==> src/rtl/slave_region_dtack_if.sv <==
// Local-bus slave-cycle signals shared by the bus master and the DTACK generator.
// Latency: none, wires only.
// Backpressure: none; dtack is the only response and the master waits for it.
interface slave_region_dtack_if #(
  parameter int ADDR_W = 28
);
  logic [ADDR_W-1:0] ADDR;
  logic              READ;
  logic              FCS_n;
  logic              slave_cycle;
  logic              dtack;

  modport master (output ADDR, output READ, output FCS_n, output slave_cycle, input dtack);
  modport slave  (input ADDR, input READ, input FCS_n, input slave_cycle, output dtack);
endinterface

==> src/rtl/slave_region_dtack.sv <==
// Region decoder and DTACK generator for slave cycles, with per-region wait states and a watchdog.
// Latency: dtack rises N+1 edges after the start edge (N = selected wait count) and falls one edge after FCS_n rises.
// Backpressure: the master holds FCS_n low until dtack; the watchdog drops dtack if the cycle never ends.
module slave_region_dtack #(
  parameter int NUM_REGIONS = 4,
  parameter int ADDR_W      = 28,
  parameter int TAG_W       = 5,
  parameter int WAIT_W      = 4,
  parameter int TIMEOUT     = 255
) (
  input  logic                          CLK,
  input  logic                          RESET_n,
  slave_region_dtack_if.slave           bus,
  input  logic                          configured,
  input  logic [NUM_REGIONS*TAG_W-1:0]  region_lo,
  input  logic [NUM_REGIONS*TAG_W-1:0]  region_hi,
  input  logic [NUM_REGIONS*WAIT_W-1:0] rd_wait,
  input  logic [NUM_REGIONS*WAIT_W-1:0] wr_wait,
  output logic [NUM_REGIONS-1:0]        region_sel,
  output logic                          busy,
  output logic                          timeout_err
);

  // Watchdog needs at least one bit even when disabled.
  localparam int WD_W = (TIMEOUT < 1) ? 1 : $clog2(TIMEOUT + 1);
  localparam logic [WD_W-1:0] WD_LIMIT = WD_W'(TIMEOUT);

  typedef enum logic [1:0] {
    S_IDLE,
    S_WAIT,
    S_ACK,
    S_RECOVER
  } state_t;

  state_t                 state;
  logic [WAIT_W-1:0]      cnt;
  logic [WD_W-1:0]        wd;

  logic [TAG_W-1:0]       tag;
  logic [NUM_REGIONS-1:0] hit_sel;
  logic [WAIT_W-1:0]      load_cnt;
  logic                   any_hit;
  logic                   start;

  assign tag   = bus.ADDR[ADDR_W-1 -: TAG_W];
  assign start = !bus.FCS_n && bus.slave_cycle && configured && any_hit;

  // Priority decode: scan from the top so the lowest matching region is the one that sticks.
  always_comb begin
    hit_sel  = '0;
    load_cnt = '0;
    any_hit  = 1'b0;
    for (int i = NUM_REGIONS - 1; i >= 0; i--) begin
      if ((region_lo[i*TAG_W +: TAG_W] < region_hi[i*TAG_W +: TAG_W]) &&
          (tag >= region_lo[i*TAG_W +: TAG_W]) &&
          (tag <  region_hi[i*TAG_W +: TAG_W])) begin
        hit_sel    = '0;
        hit_sel[i] = 1'b1;
        any_hit    = 1'b1;
        load_cnt   = bus.READ ? rd_wait[i*WAIT_W +: WAIT_W] : wr_wait[i*WAIT_W +: WAIT_W];
      end
    end
  end

  // Cycle FSM with registered dtack/region_sel/busy/timeout_err; an FCS_n release always beats a
  // same-edge wait expiry or watchdog expiry.
  always_ff @(posedge CLK) begin
    if (!RESET_n) begin
      state       <= S_IDLE;
      bus.dtack   <= 1'b0;
      region_sel  <= '0;
      busy        <= 1'b0;
      timeout_err <= 1'b0;
      cnt         <= '0;
      wd          <= '0;
    end else begin
      timeout_err <= 1'b0;
      case (state)
        S_IDLE: begin
          if (start) begin
            state      <= S_WAIT;
            region_sel <= hit_sel;
            cnt        <= load_cnt;
            busy       <= 1'b1;
          end
        end
        S_WAIT: begin
          if (bus.FCS_n) begin
            state      <= S_IDLE;
            region_sel <= '0;
            busy       <= 1'b0;
            cnt        <= '0;
          end else if (cnt == '0) begin
            state     <= S_ACK;
            bus.dtack <= 1'b1;
            wd        <= WD_W'(1);
          end else begin
            cnt <= cnt - 1'b1;
          end
        end
        S_ACK: begin
          if (bus.FCS_n) begin
            state      <= S_IDLE;
            bus.dtack  <= 1'b0;
            region_sel <= '0;
            busy       <= 1'b0;
            wd         <= '0;
          end else if ((TIMEOUT != 0) && (wd == WD_LIMIT)) begin
            state       <= S_RECOVER;
            bus.dtack   <= 1'b0;
            timeout_err <= 1'b1;
          end else if (wd != '1) begin
            wd <= wd + 1'b1;
          end
        end
        S_RECOVER: begin
          // Hold off until the stuck cycle really ends so it is never acknowledged twice.
          if (bus.FCS_n) begin
            state      <= S_IDLE;
            region_sel <= '0;
            busy       <= 1'b0;
            wd         <= '0;
          end
        end
        default: begin
          state      <= S_IDLE;
          bus.dtack  <= 1'b0;
          region_sel <= '0;
          busy       <= 1'b0;
        end
      endcase
    end
  end

endmodule

==> src/flat_wrapper.sv <==
// flat-port wrapper written by rule: the top's interface ports become plain ports
module slave_region_dtack_flat 
#(
  parameter int NUM_REGIONS = 4,
  parameter int ADDR_W      = 28,
  parameter int TAG_W       = 5,
  parameter int WAIT_W      = 4,
  parameter int TIMEOUT     = 255
)
  (CLK, RESET_n, configured, region_lo, region_hi, rd_wait, wr_wait, region_sel, busy, timeout_err, bus_ADDR, bus_READ, bus_FCS_n, bus_slave_cycle, bus_dtack);
  slave_region_dtack_if #(.ADDR_W(ADDR_W)) bus_i ();
  input  logic CLK;
  input  logic RESET_n;
  input  logic configured;
  input  logic [NUM_REGIONS*TAG_W-1:0] region_lo;
  input  logic [NUM_REGIONS*TAG_W-1:0] region_hi;
  input  logic [NUM_REGIONS*WAIT_W-1:0] rd_wait;
  input  logic [NUM_REGIONS*WAIT_W-1:0] wr_wait;
  output logic [NUM_REGIONS-1:0] region_sel;
  output logic busy;
  output logic timeout_err;
  input wire logic [$bits(bus_i.ADDR)-1:0] bus_ADDR;
  input wire logic [$bits(bus_i.READ)-1:0] bus_READ;
  input wire logic [$bits(bus_i.FCS_n)-1:0] bus_FCS_n;
  input wire logic [$bits(bus_i.slave_cycle)-1:0] bus_slave_cycle;
  output wire logic [$bits(bus_i.dtack)-1:0] bus_dtack;
  assign bus_i.ADDR = bus_ADDR;
  assign bus_i.READ = bus_READ;
  assign bus_i.FCS_n = bus_FCS_n;
  assign bus_i.slave_cycle = bus_slave_cycle;
  assign bus_dtack = bus_i.dtack;
  slave_region_dtack #(.NUM_REGIONS(NUM_REGIONS), .ADDR_W(ADDR_W), .TAG_W(TAG_W), .WAIT_W(WAIT_W), .TIMEOUT(TIMEOUT)) u_core (.CLK(CLK), .RESET_n(RESET_n), .bus(bus_i), .configured(configured), .region_lo(region_lo), .region_hi(region_hi), .rd_wait(rd_wait), .wr_wait(wr_wait), .region_sel(region_sel), .busy(busy), .timeout_err(timeout_err));
endmodule
==> config.mk <==
export PLATFORM = sky130hd
export DESIGN_NAME = slave_region_dtack_flat
export DESIGN_NICKNAME = d
export VERILOG_FILES = /design/src/rtl/slave_region_dtack_if.sv /design/src/rtl/slave_region_dtack.sv /design/src/flat_wrapper.sv
export SDC_FILE = /design/constraint.sdc
export NUM_CORES = 1
export LEC_CHECK = 0
export ABC_AREA = 1
export BUFFER_PORTS_ARGS = -buffer_cell sky130_fd_sc_hd__buf_2
export CAP_MARGIN = 20
export CORE_ASPECT_RATIO = 1.4
export CORE_MARGIN = 4
export CORE_UTILIZATION = 45
export CTS_CLUSTER_DIAMETER = 100
export CTS_CLUSTER_SIZE = 12
export DETAILED_ROUTE_END_ITERATION = 10
export PLACE_DENSITY = 0.78
export SKIP_LAST_GASP = 1
export SLEW_MARGIN = 15
export SYNTH_ARGS = -nofsm -noshare
export SYNTH_HDL_FRONTEND = slang
export SYNTH_SLANG_ARGS = --single-unit
==> constraint.sdc <==
create_clock -name CLK -period 1.5 [get_ports CLK]
set_input_delay 0 -clock CLK [delete_from_list [all_inputs] [get_ports CLK]]
set_output_delay 0 -clock CLK [all_outputs]
set_load 0.05 [all_outputs]
# After elaboration in Yosys (flattened, before gate mapping)
# Index checks and enable logic that the tools add are counted.
[classes]
n_reduce_logical = 24
add_sub_neg = 2
n_eq_ne = 15
magnitude_cmp = 12
bitwise = 2
mux = 46
[ops]
columns = ["cell", "n"]
rows = [
  ["$mux W4", 17],
  ["$mux W8", 6],
  ["$lt A5 B5 Y1", 8],
  ["$pmux W8 S3", 1],
  ["$ge A5 B5 Y1", 4],
  ["$pmux W4 S2", 2],
  ["$mux W2", 6],
  ["$logic_and A1 B1 Y1", 11],
  ["$mux W1", 11],
  ["$ne A3 B2 Y1 const B", 3],
  ["$add A8 B1 Y8 const B", 1],
  ["$eq A8 B8 Y1 const B", 1],
  ["$ne A8 B8 Y1 const B", 1],
  ["$pmux W2 S4", 1],
  ["$reduce_and A4 Y1", 2],
  ["$ne A2 B1 Y1 const B", 3],
  ["$ne A3 B3 Y1 const B", 2],
  ["$reduce_and A6 Y1", 1],
  ["$reduce_or A3 Y1", 2],
  ["$eq A2 B2 Y1 const B", 2],
  ["$logic_not A4 Y1", 1],
  ["$ne A2 B2 Y1 const B", 2],
  ["$pmux W1 S2", 2],
  ["$reduce_bool A2 Y1", 2],
  ["8 further kinds", 9],
]
[totals]
in_bits = 106
register_bits = 21
elab_cells = 108
output_inout_bits = 7

# Logic depth before layout (Yosys ltp)
[logic_depth]
word_depth = 10
mapped_depth = 19
ltp_nobuf = 18

# Least setup slack after synthesis
# OpenSTA, ideal clock, no wires.
[synth_path]
path_type = "reg-to-reg"
startpoint = "reg u_core.cnt[0]"
endpoint = "reg u_core.wd[7]"
required_ps = 1369
setup_ps = 131
slack_ps = -143
period_less_slack_ps = 1643
path_buffers = 0
path_stages_with_launch = 14
t_arrival_ps = 1512
cell_sequence = "dfxtp_1 -> inv_1 -> ha_1 -> nand3_2 -> o21ai_2 -> nand3_2 -> nor2_4 -> inv_4 -> nor2_4 -> inv_2 -> nor2_4 -> nand2_1 -> nand2_1 -> a21oi_2"
[synth_via]
elab_chain_len = 3
[synth_rtl]
columns = ["item", "line", "source"]
rows = [
  ["from (decl)", "slave_region_dtack.sv:36", "logic [WAIT_W-1:0] cnt;"],
  ["from (signal assigned)", "slave_region_dtack.sv:83", "cnt <= load_cnt;"],
  ["from (signal assigned)", "slave_region_dtack.sv:98", "cnt <= cnt - 1'b1;"],
  ["$logic_not A4 Y1", "slave_region_dtack.sv:93", "end else if (cnt == '0) begin"],
  ["$ne A2 B1 Y1 (no source line)", "--", ""],
  ["$reduce_and A6 Y1 (no source line)", "--", ""],
  ["to (signal assigned)", "slave_region_dtack.sv:113", "wd <= wd + 1'b1;"],
  ["to (decl)", "slave_region_dtack.sv:37", "logic [WD_W-1:0] wd;"],
]
# No other way between the ends.
# A chain may end at the register's enable or synchronous reset.

# Worst setup path after layout
[layout_path]
startpoint = "reg u_core.cnt[1]"
endpoint = "reg u_core.wd[7]"
# The elaborated chain is that of the path after synthesis.

==> results.sh <==
export IMPL_fin_cells=701
export IMPL_ioPinCount=113
export IMPL_ys_ff_latch=21
export IMPL_setup_worst_path_start="u_core.cnt[1]"
export IMPL_critPathSlowestCell="dfxtp_1"
export IMPL_dr_first_iter_drc_count=158
export IMPL_die_area_um2=7880
export IMPL_fmax_ghz=0.565
export IMPL_clock_latency_ns=0.27
export IMPL_hpwlAfterDp_um=6700
export IMPL_tightest_slew_ns=0.339
export IMPL_r2r_setup_slack_ns=-0.27
export IMPL_synth_edf_count=0
export IMPL_cts_num_sinks=21
export IMPL_fin_nets=795
export IMPL_die_w_um=76.2
export IMPL_r2r_end="u_core.wd[7]"
export IMPL_final_seq_area_um2=430
export IMPL_power_density_nw_per_um2=662
export IMPL_place_inst=679
export IMPL_initial_core_util_pct=46.8
export IMPL_cp_common_cell="nor2_4"
export IMPL_violations="setup timing"
export IMPL_postCtsHoldBufs=0
export IMPL_slew_headroom_pct=77.3
export IMPL_worst_ep_required_time_ns=1.71
export IMPL_hold_viol=0
export IMPL_finalCritPeriodShare_pct=118
export IMPL_synth_fp_nets=648
export IMPL_hp_class="in2reg"
export IMPL_post_place_ws_ns=-0.360
export IMPL_ys_async_sr_fraction_pct=0
export IMPL_endpoint="u_core.wd[7]"
export IMPL_finalSetupViolations=16
export IMPL_vias=3644
export IMPL_cp_top_family="simple AND/OR/NAND/NOR gates"
export IMPL_wl_per_cell_um=14.1
export IMPL_critPathCaptureType="flip-flop"
export IMPL_drv_cap=0
export IMPL_drv_slew=0
export IMPL_ys_seq_area_share_pct=14.4
export IMPL_yosys_warnings=0
export IMPL_cts_root_buf="clkbuf_8"
export IMPL_synth_cells=483
export IMPL_ff2ff_path_depth=12
export IMPL_synth_area_um2=2930
export IMPL_wl_um=9880
export IMPL_drc=0
export IMPL_synth_ff_type="dfxtp_1"
export IMPL_crit_chain="inv_2 > ha_4 > nand3_4 > o21ai_4 > nand3_4 > nor2_4 > inv_4 > nor2_4 > inv_2 > nor2_4 > nand3_2 > a21oi_2"
export IMPL_r2r_start="u_core.cnt[1]"
export IMPL_htreeDepth=1
export IMPL_timing_critical_path_buf_inv=3
export IMPL_path_class="reg2reg"
export IMPL_start_kind="flip-flop"
export IMPL_cpPeakStageDelay_ns=0.34
export IMPL_vias_per_cell=5.20
export IMPL_p_leak_nw=2.44
export IMPL_numCtsBuffers=3
export IMPL_finalClockSkew_ns=0.00111
export IMPL_grt_pass1_vias=3419
export IMPL_grt_usage_pct=21.0
export IMPL_fillers=485
export IMPL_core_area_um2=6250
export IMPL_fin_ws_ns=-0.269
export IMPL_arrival_ns=1.98
export IMPL_grt_pass1_wl_um=14100
export IMPL_cts_tree="done"
export IMPL_whs_ns=0.0650
export IMPL_drive_gt1_share_pct=42.9
export IMPL_clockBufferDepth=2
export IMPL_grt_overflow=0
export IMPL_status="finished, violations left"
export IMPL_multi_input_area_um2=2670
export IMPL_area_growth_pct=54.7
export IMPL_vdd_drop_max_v=0.000383
export IMPL_gp_congestion=0.890
export IMPL_synth_distinct_cells=28
export IMPL_clk_pin_slew_ns=0.08
export IMPL_die_h_um=103
export IMPL_drt_pass1_iterations=5
export IMPL_grt_max_degree=18
export IMPL_path_max_fanout=4
export IMPL_portBuffers=89
export IMPL_antenna_cells=0
export IMPL_path_depth=12
export IMPL_grt_setup_unrepaired="yes"
export IMPL_rows=34
export IMPL_syn_area_per_cell_um2=6.06
export IMPL_fin_crit_ns=1.77
export IMPL_antenna_found_initial=0
export IMPL_drtAntennaViolNets=0
[tightest hold or removal path: stages]
cell and delay (ns):
buf_2 0.19, o21ai_2 0.08, nor2_1 0.04
[worst min path at each step]
| stage | startpoint | end | slack, ns | cells past startpoint |
|---|---|---|---|---|
| after floorplan | bus_FCS_n | u_core.wd[1] | 0.22 | 3 |
| after global placement | RESET_n | u_core.cnt[0] | 0.33 | 3 |
| after detailed placement | RESET_n | u_core.cnt[1] | 0.34 | 3 |
| after CTS | RESET_n | u_core.wd[0] | 0.04 | 3 |
| after global routing | RESET_n | u_core.wd[0] | 0.07 | 3 |
| final | RESET_n | u_core.wd[0] | 0.06 | 3 |
[state kept, by name (all words and copies together) (netlist names)]
register            flops
u_core.timeout_err      1
u_core.wd               8
u_core.busy             1
u_core.bus.dtack        1
u_core.cnt              4
u_core.state            2
u_core.region_sel       4
[layer usage]
layer  share of wire [%]  track usage [%]  vias to the layer above
li1                    -                -                     1825
met1                  37             22.1                     1633
met2                  53             42.4                      142
met3                 5.6             2.95                       44
met4                 4.0             7.27                        0
met5                   0                0                        -
[final cells by class]
cell class / instances / share of cell area, %
inverters: 91 / 7.65
well taps: 72 / 1.99
repair buffers: 147 / 20.8
multi-input cells: 366 / 59.0
clock buffers: 3 / 0.911
clock inverters: 1 / 0.110
flip-flops and latches: 21 / 9.50
[through the flow]
step           instance area [um2]  total power, mW  utilization (%)  setup TNS [ns]
3_3_place_gp                  3740             2.05             59.9           -3.68
3_5_place_dp                  3740             2.09             59.9           -4.24
4_1_cts                       4020             2.59             64.3          -0.884
2_1_floorplan                 2930             1.54                -         -0.0784
6_report                      4530             3.00             72.4           -2.17
5_1_grt                       4530             3.21             72.4           -3.73
[cell usage after synthesis, types with 2 or more instances]
library cell | count | share of area [%]
nand2_1 | 150 | 19
inv_1 | 87 | 11
ha_1 | 59 | 25
nor2_1 | 44 | 5.6
a21oi_1 | 31 | 5.3
nand3_1 | 24 | 4.1
dfxtp_1 | 21 | 14
o21ai_0 | 13 | 2.2
nand4_1 | 8 | 1.7
buf_2 | 6 | 1.0
nor3_1 | 5 | 0.85
mux2i_1 | 4 | 1.4
nand3_2 | 4 | 1.4
nor2_4 | 4 | 1.5
and3_1 | 3 | 0.64
inv_2 | 3 | 0.38
nor2_2 | 3 | 0.64
nand2_2 | 2 | 0.43
o21ai_1 | 2 | 0.34
o31ai_1 | 2 | 0.51
[cells by family (layout without fill, tap and decap cells)]
| group | count (synthesis) | after routing | synth area share, % |
|---|---|---|---|
| and+or+nand+nor | 249 | 250 | 36.6 |
| buffers and inverters | 97 | 242 | 12.8 |
| adders and majority gates | 59 | 59 | 25.2 |
| AOI/OAI and AO/OA | 53 | 53 | 9.70 |
| DFF | 21 | 21 | 14.4 |
| muxes | 4 | 4 | 1.37 |
[placed cells by master (no fill, tap or decap), types with 4 or more instances in the layout]
master	n
ha_4	16
buf_4	53
dfxtp_1	13
nand2_1	134
buf_6	8
mux2i_1	4
nor2_1	34
a21oi_1	17
buf_2	84
nand4_1	8
o21ai_0	7
o21ai_1	4
dfxtp_2	8
ha_1	41
nand3_1	13
inv_1	75
inv_2	14
nor2_2	7
nand2_4	5
a21oi_2	15
nand3_2	13
nor2_4	11
nand2_2	12
[power by group]
group | switching, mW | internal, mW | total (mW)
sequential | 0.0443 | 0.620 | 0.665
clock | 0.214 | 0.186 | 0.400
combinational | 1.09 | 0.850 | 1.94
[repair_timing]
item / in CTS / in global routing
cloned: 0 / 1
gates resized for setup: 34 / 106
buffers inserted: 14 / 4
pin swaps: 12 / 27
setup endpoints to repair: 20 / 21
Power figures use the tool's default switching activity.
